$ cat config.mk
export PLATFORM = sky130hd
export DESIGN_NAME = spi_slave_regbank
export DESIGN_NICKNAME = d
export VERILOG_FILES = /design/src/rtl/spi_slave_regbank.sv
export SDC_FILE = /design/constraint.sdc
export NUM_CORES = 1
export LEC_CHECK = 0
export ABC_AREA = 1
export CAP_MARGIN = 20
export CORE_MARGIN = 2
export CORE_UTILIZATION = 35
export CTS_CLUSTER_SIZE = 40
export DETAILED_ROUTE_END_ITERATION = 10
export GPL_TIMING_DRIVEN = 1
export PLACE_DENSITY_LB_ADDON = 0.3
export SLEW_MARGIN = 15
export SYNTH_ARGS = -nofsm -noshare
export SYNTH_HDL_FRONTEND = slang
export SYNTH_SLANG_ARGS = --single-unit
$ cat constraint.sdc
create_clock -name clock -period 1.6 [get_ports clock]
set_input_delay 0.24 -clock clock [delete_from_list [all_inputs] [get_ports clock]]
set_output_delay 0.24 -clock clock [all_outputs]
set_load 0.005 [all_outputs]
$ cat src/rtl/spi_slave_regbank.sv
// SPI slave with a parametrised register bank.
// All SPI pins are oversampled on the system clock through two-flop
// synchronisers. A frame carries a slave-ID phase (write or read), an
// address phase and one or more data words, with the address
// auto-incrementing between words.
module spi_slave_regbank #(
    parameter int                ID_W      = 8,
    parameter int                ADDR_W    = 8,
    parameter int                DATA_W    = 8,
    parameter int                NUM_REGS  = 4,
    parameter logic [ADDR_W-1:0] BASE_ADDR = 8'h10,
    parameter logic [ID_W-1:0]   SLAVE_IDW = 8'hff,
    parameter logic [ID_W-1:0]   SLAVE_IDR = 8'h00,
    parameter bit                CPOL      = 1'b0,
    parameter bit                CPHA      = 1'b0,
    localparam int               IDX_W     = (NUM_REGS > 1) ? $clog2(NUM_REGS) : 1
) (
    input  logic                         clock,
    input  logic                         n_reset,
    input  logic                         ss,
    input  logic                         sclk,
    input  logic                         mosi,
    output logic                         miso,
    output logic                         miso_oe,
    output logic [NUM_REGS*DATA_W-1:0]   reg_q,
    output logic                         wr_pulse,
    output logic [IDX_W-1:0]             wr_index,
    output logic                         busy
);

    localparam int MAX_W = (ID_W > ADDR_W) ? ((ID_W > DATA_W) ? ID_W : DATA_W)
                                           : ((ADDR_W > DATA_W) ? ADDR_W : DATA_W);
    localparam int CNT_W = $clog2(MAX_W);

    localparam logic [CNT_W-1:0]  ID_LAST    = CNT_W'(ID_W - 1);
    localparam logic [CNT_W-1:0]  ADDR_LAST  = CNT_W'(ADDR_W - 1);
    localparam logic [CNT_W-1:0]  DATA_LAST  = CNT_W'(DATA_W - 1);
    localparam logic [ADDR_W:0]   NUM_REGS_X = (ADDR_W + 1)'(NUM_REGS);
    localparam logic [ADDR_W-1:0] LAST_PTR   = ADDR_W'(NUM_REGS - 1);

    typedef enum logic [2:0] {
        ST_IDLE,
        ST_ID,
        ST_ADDR,
        ST_WDATA,
        ST_RDATA,
        ST_IGNORE
    } state_t;

    // Pointer lies inside the bank.
    function automatic logic in_range(input logic [ADDR_W-1:0] p);
        return ({1'b0, p} < NUM_REGS_X);
    endfunction

    // In-range pointers wrap around the bank; out-of-range ones wrap the address space.
    function automatic logic [ADDR_W-1:0] next_ptr(input logic [ADDR_W-1:0] p);
        if (in_range(p)) begin
            return (p == LAST_PTR) ? '0 : p + ADDR_W'(1);
        end
        return p + ADDR_W'(1);
    endfunction

    state_t                 state;
    logic [CNT_W-1:0]       cnt;
    logic [MAX_W-2:0]       rx;
    logic [DATA_W-1:0]      tx;
    logic [ADDR_W-1:0]      ptr;
    logic                   write_txn;
    logic [DATA_W-1:0]      regs [NUM_REGS];

    logic ss_meta, ss_sync, ss_hist;
    logic sclk_meta, sclk_sync, sclk_hist;
    logic mosi_meta, mosi_sync;

    logic                   ss_fall, ss_rise;
    logic                   lead_edge, trail_edge, sample_edge, shift_edge;
    logic [MAX_W-1:0]       rx_next;
    logic [ADDR_W-1:0]      ptr_load, ptr_step;
    logic [DATA_W-1:0]      load_word, step_word;

    // Two-flop synchronisers plus one history flop for edge detection.
    // NOTE: sequential state uses non-blocking assignments so every flop samples pre-edge values.
    always_ff @(posedge clock or negedge n_reset) begin
        if (!n_reset) begin
            ss_meta   <= 1'b0;
            ss_sync   <= 1'b0;
            ss_hist   <= 1'b0;
            sclk_meta <= 1'b0;
            sclk_sync <= 1'b0;
            sclk_hist <= 1'b0;
            mosi_meta <= 1'b0;
            mosi_sync <= 1'b0;
        end else begin
            ss_meta   <= ss;
            ss_sync   <= ss_meta;
            ss_hist   <= ss_sync;
            sclk_meta <= sclk;
            sclk_sync <= sclk_meta;
            sclk_hist <= sclk_sync;
            mosi_meta <= mosi;
            mosi_sync <= mosi_meta;
        end
    end

    // Edge decode, shift-in value and the words to present on read entry / word advance.
    // NOTE: every signal gets a default first so no latch is inferred.
    always_comb begin
        ss_fall     = ss_hist & ~ss_sync;
        ss_rise     = ~ss_hist & ss_sync;
        lead_edge   = CPOL ? (sclk_hist & ~sclk_sync) : (~sclk_hist & sclk_sync);
        trail_edge  = CPOL ? (~sclk_hist & sclk_sync) : (sclk_hist & ~sclk_sync);
        sample_edge = CPHA ? trail_edge : lead_edge;
        shift_edge  = CPHA ? lead_edge : trail_edge;
        rx_next     = {rx, mosi_sync};
        ptr_load    = rx_next[ADDR_W-1:0] - BASE_ADDR;
        ptr_step    = next_ptr(ptr);
        load_word   = '0;
        step_word   = '0;
        if (in_range(ptr_load)) begin
            load_word = regs[ptr_load[IDX_W-1:0]];
        end
        if (in_range(ptr_step)) begin
            step_word = regs[ptr_step[IDX_W-1:0]];
        end
    end

    // Frame FSM: shifts ID/address/data, commits writes and drives read data.
    // NOTE: the register bank is reset explicitly because reg_q must read zero after reset.
    always_ff @(posedge clock or negedge n_reset) begin
        if (!n_reset) begin
            state     <= ST_IDLE;
            cnt       <= '0;
            rx        <= '0;
            tx        <= '0;
            ptr       <= '0;
            write_txn <= 1'b0;
            miso      <= 1'b0;
            miso_oe   <= 1'b0;
            wr_pulse  <= 1'b0;
            wr_index  <= '0;
            for (int i = 0; i < NUM_REGS; i++) begin
                regs[i] <= '0;
            end
        end else begin
            wr_pulse <= 1'b0;
            if (sample_edge) begin
                rx <= rx_next[MAX_W-2:0];
            end

            if (ss_rise && state != ST_IDLE) begin
                // End of frame wins over any pending bit; partial words are dropped.
                state   <= ST_IDLE;
                miso_oe <= 1'b0;
            end else begin
                case (state)
                    ST_IDLE: begin
                        miso <= 1'b0;
                        if (ss_fall) begin
                            state <= ST_ID;
                            cnt   <= '0;
                        end
                    end

                    ST_ID: begin
                        if (sample_edge) begin
                            if (cnt == ID_LAST) begin
                                cnt <= '0;
                                if (rx_next[ID_W-1:0] == SLAVE_IDW) begin
                                    write_txn <= 1'b1;
                                    state     <= ST_ADDR;
                                end else if (rx_next[ID_W-1:0] == SLAVE_IDR) begin
                                    write_txn <= 1'b0;
                                    state     <= ST_ADDR;
                                end else begin
                                    state <= ST_IGNORE;
                                end
                            end else begin
                                cnt <= cnt + CNT_W'(1);
                            end
                        end
                    end

                    ST_ADDR: begin
                        if (sample_edge) begin
                            if (cnt == ADDR_LAST) begin
                                cnt <= '0;
                                ptr <= ptr_load;
                                if (write_txn) begin
                                    state <= ST_WDATA;
                                end else begin
                                    state   <= ST_RDATA;
                                    miso_oe <= 1'b1;
                                    // CPHA=0 presents the MSB before the first sample edge.
                                    if (CPHA) begin
                                        tx <= load_word;
                                    end else begin
                                        tx   <= load_word << 1;
                                        miso <= load_word[DATA_W-1];
                                    end
                                end
                            end else begin
                                cnt <= cnt + CNT_W'(1);
                            end
                        end
                    end

                    ST_WDATA: begin
                        if (sample_edge) begin
                            if (cnt == DATA_LAST) begin
                                cnt <= '0;
                                ptr <= ptr_step;
                                if (in_range(ptr)) begin
                                    regs[ptr[IDX_W-1:0]] <= rx_next[DATA_W-1:0];
                                    wr_pulse             <= 1'b1;
                                    wr_index             <= ptr[IDX_W-1:0];
                                end
                            end else begin
                                cnt <= cnt + CNT_W'(1);
                            end
                        end
                    end

                    ST_RDATA: begin
                        if (sample_edge) begin
                            if (cnt == DATA_LAST) begin
                                cnt <= '0;
                                ptr <= ptr_step;
                                if (CPHA) begin
                                    tx <= step_word;
                                end else begin
                                    tx   <= step_word << 1;
                                    miso <= step_word[DATA_W-1];
                                end
                            end else begin
                                cnt <= cnt + CNT_W'(1);
                            end
                        end else if (shift_edge && (CPHA || cnt != '0)) begin
                            // With CPHA=0 the shift edge before the first sample of a word
                            // must not disturb the already presented MSB.
                            miso <= tx[DATA_W-1];
                            tx   <= tx << 1;
                        end
                    end

                    ST_IGNORE: begin
                        miso_oe <= 1'b0;
                    end

                    default: begin
                        state <= ST_IDLE;
                    end
                endcase
            end
        end
    end

    // Flatten the bank onto reg_q.
    for (genvar g = 0; g < NUM_REGS; g++) begin : g_flat
        assign reg_q[g*DATA_W +: DATA_W] = regs[g];
    end

    assign busy = (state != ST_IDLE);

endmodule
* Word-level counts from Yosys, hierarchy flattened
Cells that the tools add are included.
Storage, ports and cells: output and inout bits 38, flip-flop bits (word level) 75, input port bits 5
Cells by class: add/subtract/negate cells 3, equal/unequal tests 24, magnitude comparators 7, mux-type cells 59, bitwise gates (word level) 12, reductions and logical operators 24
Operators by type and width (number):
- two-way mux 8 bit | 20
- two-way mux 3 bit | 12
- binary-select mux 8 bit (select 2 bit) | 2
- bitwise mux 32 bit | 1
- one-hot mux 8 bit (2 select lines) | 2
- < comparator 8 x 3 -> 1 bit (second input constant) | 3
- inequality test 3 bit (second input constant) | 8
- two-way mux 1 bit | 17
- demux 8 bit (select 2 bit) | 1
- AND reduction 7 bit | 2
- one-hot mux 3 bit (4 select lines) | 1
- AND reduction 6 bit | 2
- nonzero test 3 bit | 4
- AND reduction 5 bit | 2
- == test 3 bit (second input constant) | 3
- greater-or-equal comparator 3 bit (second input constant) | 3
- NOT 2 -> 3 bit | 3
- adder 8 x 1 -> 8 bit (second input constant) | 1
- == test 8 x 2 -> 1 bit (second input constant) | 1
- == test 8 bit (second input constant) | 1
- logical NOT 8 bit | 1
- inequality test 2 x 1 -> 1 bit (second input constant) | 4
- inequality test 2 bit (second input constant) | 4
- AND reduction 4 bit | 2
- other kinds (16) | 29

* Depth between registers and ports, before layout
depth after elaboration 12, gate-level depth with buffers 14, gate-level depth less buffers 14

* Worst setup path after synthesis
No wires, ideal clock.
path type reg-to-reg, start reg ptr[0], end reg tx[2], path buffers 1, library setup time 116 ps, period minus slack after synthesis 1698 ps, stages on the path, launching flop included 14, data arrival time 1581 ps, slack -98 ps, data required time 1484 ps, cells stage by stage dfrtp_1 -> ha_1 -> inv_1 -> nor3_1 -> nand2_1 -> nand2_2 -> buf_6 -> a21oi_1 -> o21ai_0 -> o21ai_1 -> nand2_1 -> nand2_1 -> nand2_1 -> nand2_1
Between the ends: cells in the longest elaborated chain, start to end 12
Ends and longest elaborated chain:
- start, declared | line 67 | logic [ADDR_W-1:0] ptr;
- start signal, assigned | line 187 | ptr <= ptr_load;
- start signal, assigned | line 211 | ptr <= ptr_step;
- start signal, assigned | line 227 | ptr <= ptr_step;
- adder 8 x 1 -> 8 bit or == test 8 x 2 -> 1 bit (tied branches) | line 58, 60
- two-way mux 8 bit | line 58 | return (p == LAST_PTR) ? '0 : p + ADDR_W'(1);
- two-way mux 8 bit | line 57 | if (in_range(p)) begin
- two-way mux 8 bit * | line 60 | return p + ADDR_W'(1);
- parallel branches: the longest is 4 deep, another holds < comparator 8 x 3 -> 1 bit
- two-way mux 8 bit * | line 122 | if (in_range(ptr_step)) begin
- two-way mux 8 bit * | line 225 | if (cnt == DATA_LAST) begin
- two-way mux 8 bit * | line 224 | if (sample_edge) begin
- one-hot mux 8 bit (2 select lines) * | line 155 | case (state)
- end signal, assigned | line 229 | tx <= step_word;
- end signal, assigned | line 231 | tx <= step_word << 1;
- end signal, assigned | line 241 | tx <= tx << 1;
- end, declared | line 66 | logic [DATA_W-1:0] tx;
Every way passes the cells marked *. The select of a mux whose other input is x is not followed. A chain may end at the register's enable or synchronous reset.

* Worst setup path in the final report
start reg ptr[1], end reg miso
Between the ends: cells in the longest elaborated chain, start to end 12
Ends and longest elaborated chain:
- adder 8 x 1 -> 8 bit or == test 8 x 2 -> 1 bit (tied branches) | line 58, 60
- two-way mux 8 bit | line 58
- two-way mux 8 bit | line 57
- two-way mux 8 bit * | line 60
- parallel branches: the longest is 4 deep, another holds < comparator 8 x 3 -> 1 bit
- two-way mux 8 bit * | line 122
- two-way mux 1 bit * | line 225
- two-way mux 1 bit * | line 224
- one-hot mux 1 bit (3 select lines) * | line 155
- end signal, assigned | line 198 | miso <= load_word[DATA_W-1];
- end signal, assigned | line 232 | miso <= step_word[DATA_W-1];
- end signal, assigned | line 240 | miso <= tx[DATA_W-1];
- end, declared | line 23 | output logic miso,
Marked as above.

==> impl_results.html <==
<table>
<tr><th>Metric</th><th>Value</th></tr>
<tr><th colspan="2">Run status</th></tr>
<tr><td>Run status</td><td>finished, violations left</td></tr>
<tr><td>Violated checks</td><td>negative setup slack</td></tr>
<tr><th colspan="2">Worst setup path</th></tr>
<tr><td>Cells traversed along the worst timing path</td><td>ha_4 -&gt; nand3_4 -&gt; nor2_1 -&gt; nand2_1 -&gt; nand2_2 -&gt; nand3_4 -&gt; buf_4 -&gt; nor2_2 -&gt; nand3_1 -&gt; nand2_1 -&gt; nand2_1 -&gt; a21oi_1</td></tr>
<tr><td>Critical Path Sink Type</td><td>flip-flop</td></tr>
<tr><td>Worst setup SP type</td><td>flip-flop</td></tr>
<tr><td>Worst setup path start</td><td>ptr[1]</td></tr>
<tr><td>Crit path arrival time</td><td>roughly 2000 ps</td></tr>
<tr><td>Cell type with the highest occurrence count on the critical path</td><td>sky130_fd_sc_hd__nand2_1</td></tr>
<tr><td>CP max stage cell</td><td>sky130_fd_sc_hd__dfrtp_1</td></tr>
<tr><td>Launching point of the worst reg2reg path</td><td>ptr[1]</td></tr>
<tr><td>Critical Path RT</td><td>about 1900 ps</td></tr>
<tr><td>Count of buffering cells on the critical path with inverters included</td><td>1</td></tr>
<tr><td>Longest individual stage delay on the worst path</td><td>about 430 ps</td></tr>
<tr><td>Class of the most critical setup path</td><td>flip-flop to flip-flop</td></tr>
<tr><td>Highest net fanout along the worst path</td><td>4</td></tr>
<tr><td>Critical path's top delay family</td><td>simple AND/OR/NAND/NOR gates</td></tr>
<tr><th colspan="2">Synthesis</th></tr>
<tr><td>Syn_nets</td><td>~540</td></tr>
<tr><td>Top cell types by occurrence after synthesis</td><td>134 x sky130_fd_sc_hd__nand2_1, 74 x sky130_fd_sc_hd__dfrtp_1, 39 x sky130_fd_sc_hd__a21oi_1, 38 x sky130_fd_sc_hd__inv_1, 38 x sky130_fd_sc_hd__o21ai_1</td></tr>
<tr><td>Number of synthesized flops with an enable pin</td><td>0</td></tr>
<tr><td>Yosys Warn Count</td><td>0</td></tr>
<tr><td>Per-instance average area after synthesis</td><td>~8.1 um2</td></tr>
<tr><td>Instance count of the mapped netlist</td><td>525</td></tr>
<tr><td>Share of flip-flops with an asynchronous set or reset after synthesis</td><td>between 90% and 100%</td></tr>
<tr><td>Synth unique cells</td><td>36</td></tr>
<tr><td>Library cell with the largest summed area after synthesis</td><td>sky130_fd_sc_hd__dfrtp_1</td></tr>
<tr><td>Area share of the largest cell type after synthesis</td><td>between 40% and 50%</td></tr>
<tr><td>Main synth FF type</td><td>sky130_fd_sc_hd__dfrtp_1</td></tr>
<tr><td>Cell types with the largest area share after synthesis</td><td>sky130_fd_sc_hd__dfrtp_1 44%, sky130_fd_sc_hd__nand2_1 12%, sky130_fd_sc_hd__a21oi_1 4.6%, sky130_fd_sc_hd__o21ai_1 4.5%, sky130_fd_sc_hd__o21ai_2 3.9%</td></tr>
<tr><td>Cell area after technology mapping</td><td>roughly 4200 um2</td></tr>
<tr><td>Register area share after synthesis</td><td>43.62%</td></tr>
<tr><td>Library cell with the highest instance count after synthesis</td><td>sky130_fd_sc_hd__nand2_1</td></tr>
<tr><td>Register bit count reported by yosys</td><td>74</td></tr>
<tr><th colspan="2">Clock tree</th></tr>
<tr><td>Sink Count</td><td>74</td></tr>
<tr><td>Clock slew at the register clock pins of the worst setup and hold paths</td><td>60 ps</td></tr>
<tr><td>Clock tree from TritonCTS</td><td>done</td></tr>
<tr><td>Number of CTS-inserted buffers</td><td>9</td></tr>
<tr><td>Clock Tree Root</td><td>sky130_fd_sc_hd__clkbuf_16</td></tr>
<tr><td>Insertion delay to the later sink of the worst-skew pair</td><td>350 ps</td></tr>
<tr><td>H-tree levels</td><td>3</td></tr>
<tr><td>Maximum clock path buffer count</td><td>2</td></tr>
<tr><th colspan="2">Drt</th></tr>
<tr><td>DRC violation total after the first TritonRoute iteration</td><td>roughly 230</td></tr>
<tr><td>Post-DR wirelength/cell</td><td>17.84 um</td></tr>
<tr><td>Total Wirelength</td><td>14290 um</td></tr>
<tr><td>Vias per std cell</td><td>roughly 5.2</td></tr>
<tr><td>Via count of the routed design</td><td>~4200</td></tr>
<tr><td>Number of nets with antenna violations after routing</td><td>0</td></tr>
<tr><td>Iteration count of the initial detailed-routing pass</td><td>5</td></tr>
<tr><td>Remaining design rule violation count</td><td>0</td></tr>
<tr><th colspan="2">Floorplanning</th></tr>
<tr><td>CORE AREA</td><td>roughly 12000 um2</td></tr>
<tr><td>Die outline area</td><td>between 10000 and 15000 um2</td></tr>
<tr><td>Overall die height</td><td>approximately 110 um</td></tr>
<tr><td>Initial core utilization</td><td>35.64%</td></tr>
<tr><td>Die boundary width</td><td>around 110 um</td></tr>
<tr><td>Placement row count</td><td>40</td></tr>
<tr><td>I/O pin count</td><td>43</td></tr>
<tr><th colspan="2">Timing</th></tr>
<tr><td>Setup clock skew after layout</td><td>around 9 ps</td></tr>
<tr><td>Worst Tran Pin Value</td><td>between 400 and 500 ps</td></tr>
<tr><td>Worst hold slack after final layout</td><td>roughly 330 ps</td></tr>
<tr><td>Setup TNS Final</td><td>-1490 ps</td></tr>
<tr><td>Hold Violations, Final</td><td>0</td></tr>
<tr><td>Relative slew slack</td><td>a little over two thirds</td></tr>
<tr><td>Count of pins over their slew limit</td><td>0</td></tr>
<tr><td>Highest attainable clock frequency</td><td>about 0.57 GHz</td></tr>
<tr><td>RSZ-0062 raised after global routing</td><td>yes</td></tr>
<tr><td>Final setup fails</td><td>27</td></tr>
<tr><td>Final period utilization</td><td>110.1%</td></tr>
<tr><td>Worst path setup slack after routing</td><td>-161.6 ps</td></tr>
<tr><td>Min cycle time layout</td><td>approximately 1800 ps</td></tr>
<tr><th colspan="2">Run</th></tr>
<tr><td># Max-Cap Violations</td><td>0</td></tr>
<tr><th colspan="2">Power</th></tr>
<tr><td>Max IR drop VDD</td><td>0.5532 mV</td></tr>
<tr><td>Leakage power total</td><td>0.002706 uW</td></tr>
<tr><td>Pwr per Cell Area</td><td>1068 nW/um2</td></tr>
<tr><th colspan="2">Final layout</th></tr>
<tr><td>Share of post-route cells with drive strength above 1</td><td>a little over two fifths</td></tr>
<tr><td>Number of antenna cells inserted</td><td>0</td></tr>
<tr><td>Final Non-Filler Cells</td><td>about 800</td></tr>
<tr><td>Synth-to-layout area growth</td><td>49.99%</td></tr>
<tr><td>Final #Nets</td><td>around 670</td></tr>
<tr><th colspan="2">Global route</th></tr>
<tr><td>Via count of the first global-routing pass</td><td>roughly 4000</td></tr>
<tr><td>GRT Residual Overflow</td><td>0</td></tr>
<tr><td>GRT Total Usage</td><td>20.55%</td></tr>
<tr><td>Antenna violations before repair</td><td>0</td></tr>
<tr><td>Largest net degree at the start of global routing</td><td>27</td></tr>
<tr><td>Global-route wire length before repair</td><td>around 21000 um</td></tr>
<tr><th colspan="2">Min path</th></tr>
<tr><td>Beginning of the worst hold path</td><td>mosi</td></tr>
<tr><td>HP Class</td><td>input port to flip-flop</td></tr>
<tr><th colspan="2">Placed design</th></tr>
<tr><td>Placer congestion estimate</td><td>0.8815</td></tr>
<tr><td>Cell Count Post-Placement</td><td>around 760</td></tr>
<tr><td>Final HPWL DP</td><td>between 9000 and 10000 um</td></tr>
<tr><td>Port bufs</td><td>between 40 and 50</td></tr>
</table>
logic make-up (layout without fill, tap and decap cells):
group	Yosys count	after routing	share of synthesized area, %
compound gates	143	143	19.75
flops	74	74	43.62
buf+inv	74	199	8.193
xor+xnor	5	5	1.208
fa+ha+maj	12	12	3.537
simple gates	217	221	23.70
flip-flops by register name, indices dropped and copies added (netlist names), 2 cells and up:
signal    count
state         3
rx            7
cnt           3
reg_q        32
tx            7
ptr           8
wr_index      2
path summary, 6_finish.rpt:
kind / cells after the start / end / slack (ps)
setup / recovery: 12 / miso / -160
setup reg to reg: 12 / miso / -160
hold / removal: 1 / mosi_meta / 330
hold reg to reg: 0 / mosi_sync / 350
max in group asynchronous: 3 / tx[7] / 710
min in group asynchronous: 2 / mosi_meta / 350
worst register-to-register path, stage by stage (launching register included):
cell and delay, ps:
sky130_fd_sc_hd__dfrtp_1 430, sky130_fd_sc_hd__ha_4 200, sky130_fd_sc_hd__nand3_4 90, sky130_fd_sc_hd__nor2_1 100
sky130_fd_sc_hd__nand2_1 70, sky130_fd_sc_hd__nand2_2 100, sky130_fd_sc_hd__nand3_4 100, sky130_fd_sc_hd__buf_4 150
sky130_fd_sc_hd__nor2_2 130, sky130_fd_sc_hd__nand3_1 90, sky130_fd_sc_hd__nand2_1 70, sky130_fd_sc_hd__nand2_1 50
sky130_fd_sc_hd__a21oi_1 110
where the power goes:
part	switching [uW]	internal (uW)	total (uW)	leakage, uW
sequential	164	2070	2240	0.000967
clock	837	1260	2100	0.000142
combinational	1390	1080	2470	0.00160
repair_timing:
item	4_1_cts	5_1_grt
endpoints found under the hold margin	23	0
gates cloned	0	6
setup endpoints to repair	51	63
pin swaps	13	38
gates resized for setup	35	131
buffers inserted	8	13
hold buffers	1	0
metrics by stage:
step / area (um2) / utilization [%] / power (uW) / setup slack, ps
floorplan: 4263 / - / 3439 / -7.434
global placement: 5240 / 43.99 / 4227 / -145.5
detailed placement: 5240 / 43.99 / 4264 / -146.6
CTS: 5767 / 48.41 / 6447 / -132.0
global route: 6367 / 53.46 / 7172 / -282.6
finish: 6367 / 53.46 / 6802 / -161.6
area by class of cell:
type | instances | area [um2]
repair inverters | 2 | 22.52
multi-input cells | 381 | 2616
clock buffers | 11 | 242.7
fillers | 1093 | 5544
inverters | 55 | 226.5
flip-flops and latches | 74 | 1876
repair buffers | 126 | 1137
clock inverters | 5 | 62.56
well taps | 147 | 183.9
cell usage in the layout (no fill, tap or decap), drive strengths merged:
cell / n
nor3: 6
clkinvlp: 2
a31o: 1
and3: 1
clkbuf: 12
nor2b: 1
buf: 84
a32o: 1
nand4: 5
nand3: 29
nor2: 30
o21ai: 86
bufinv: 1
inv: 55
a22oi: 6
nand2: 149
o21bai: 1
a21oi: 41
xor2: 5
dfrtp: 74
ha: 12
o211ai: 7
clkinv: 4
clkdlybuf4s50: 40
dlygate4sd3: 1
per-layer routing:
metal / routed length [um] / vias to the layer above / track usage (%)
met1: 6311 / 2071 / 27.31
met3: 613 / 22 / 3.864
li1: - / 1998 / -
met4: 300 / 0 / 6.179
met5: 0 / - / 0
met2: 7062 / 114 / 34.21
No activity file was read; power rests on OpenSTA's default activity.
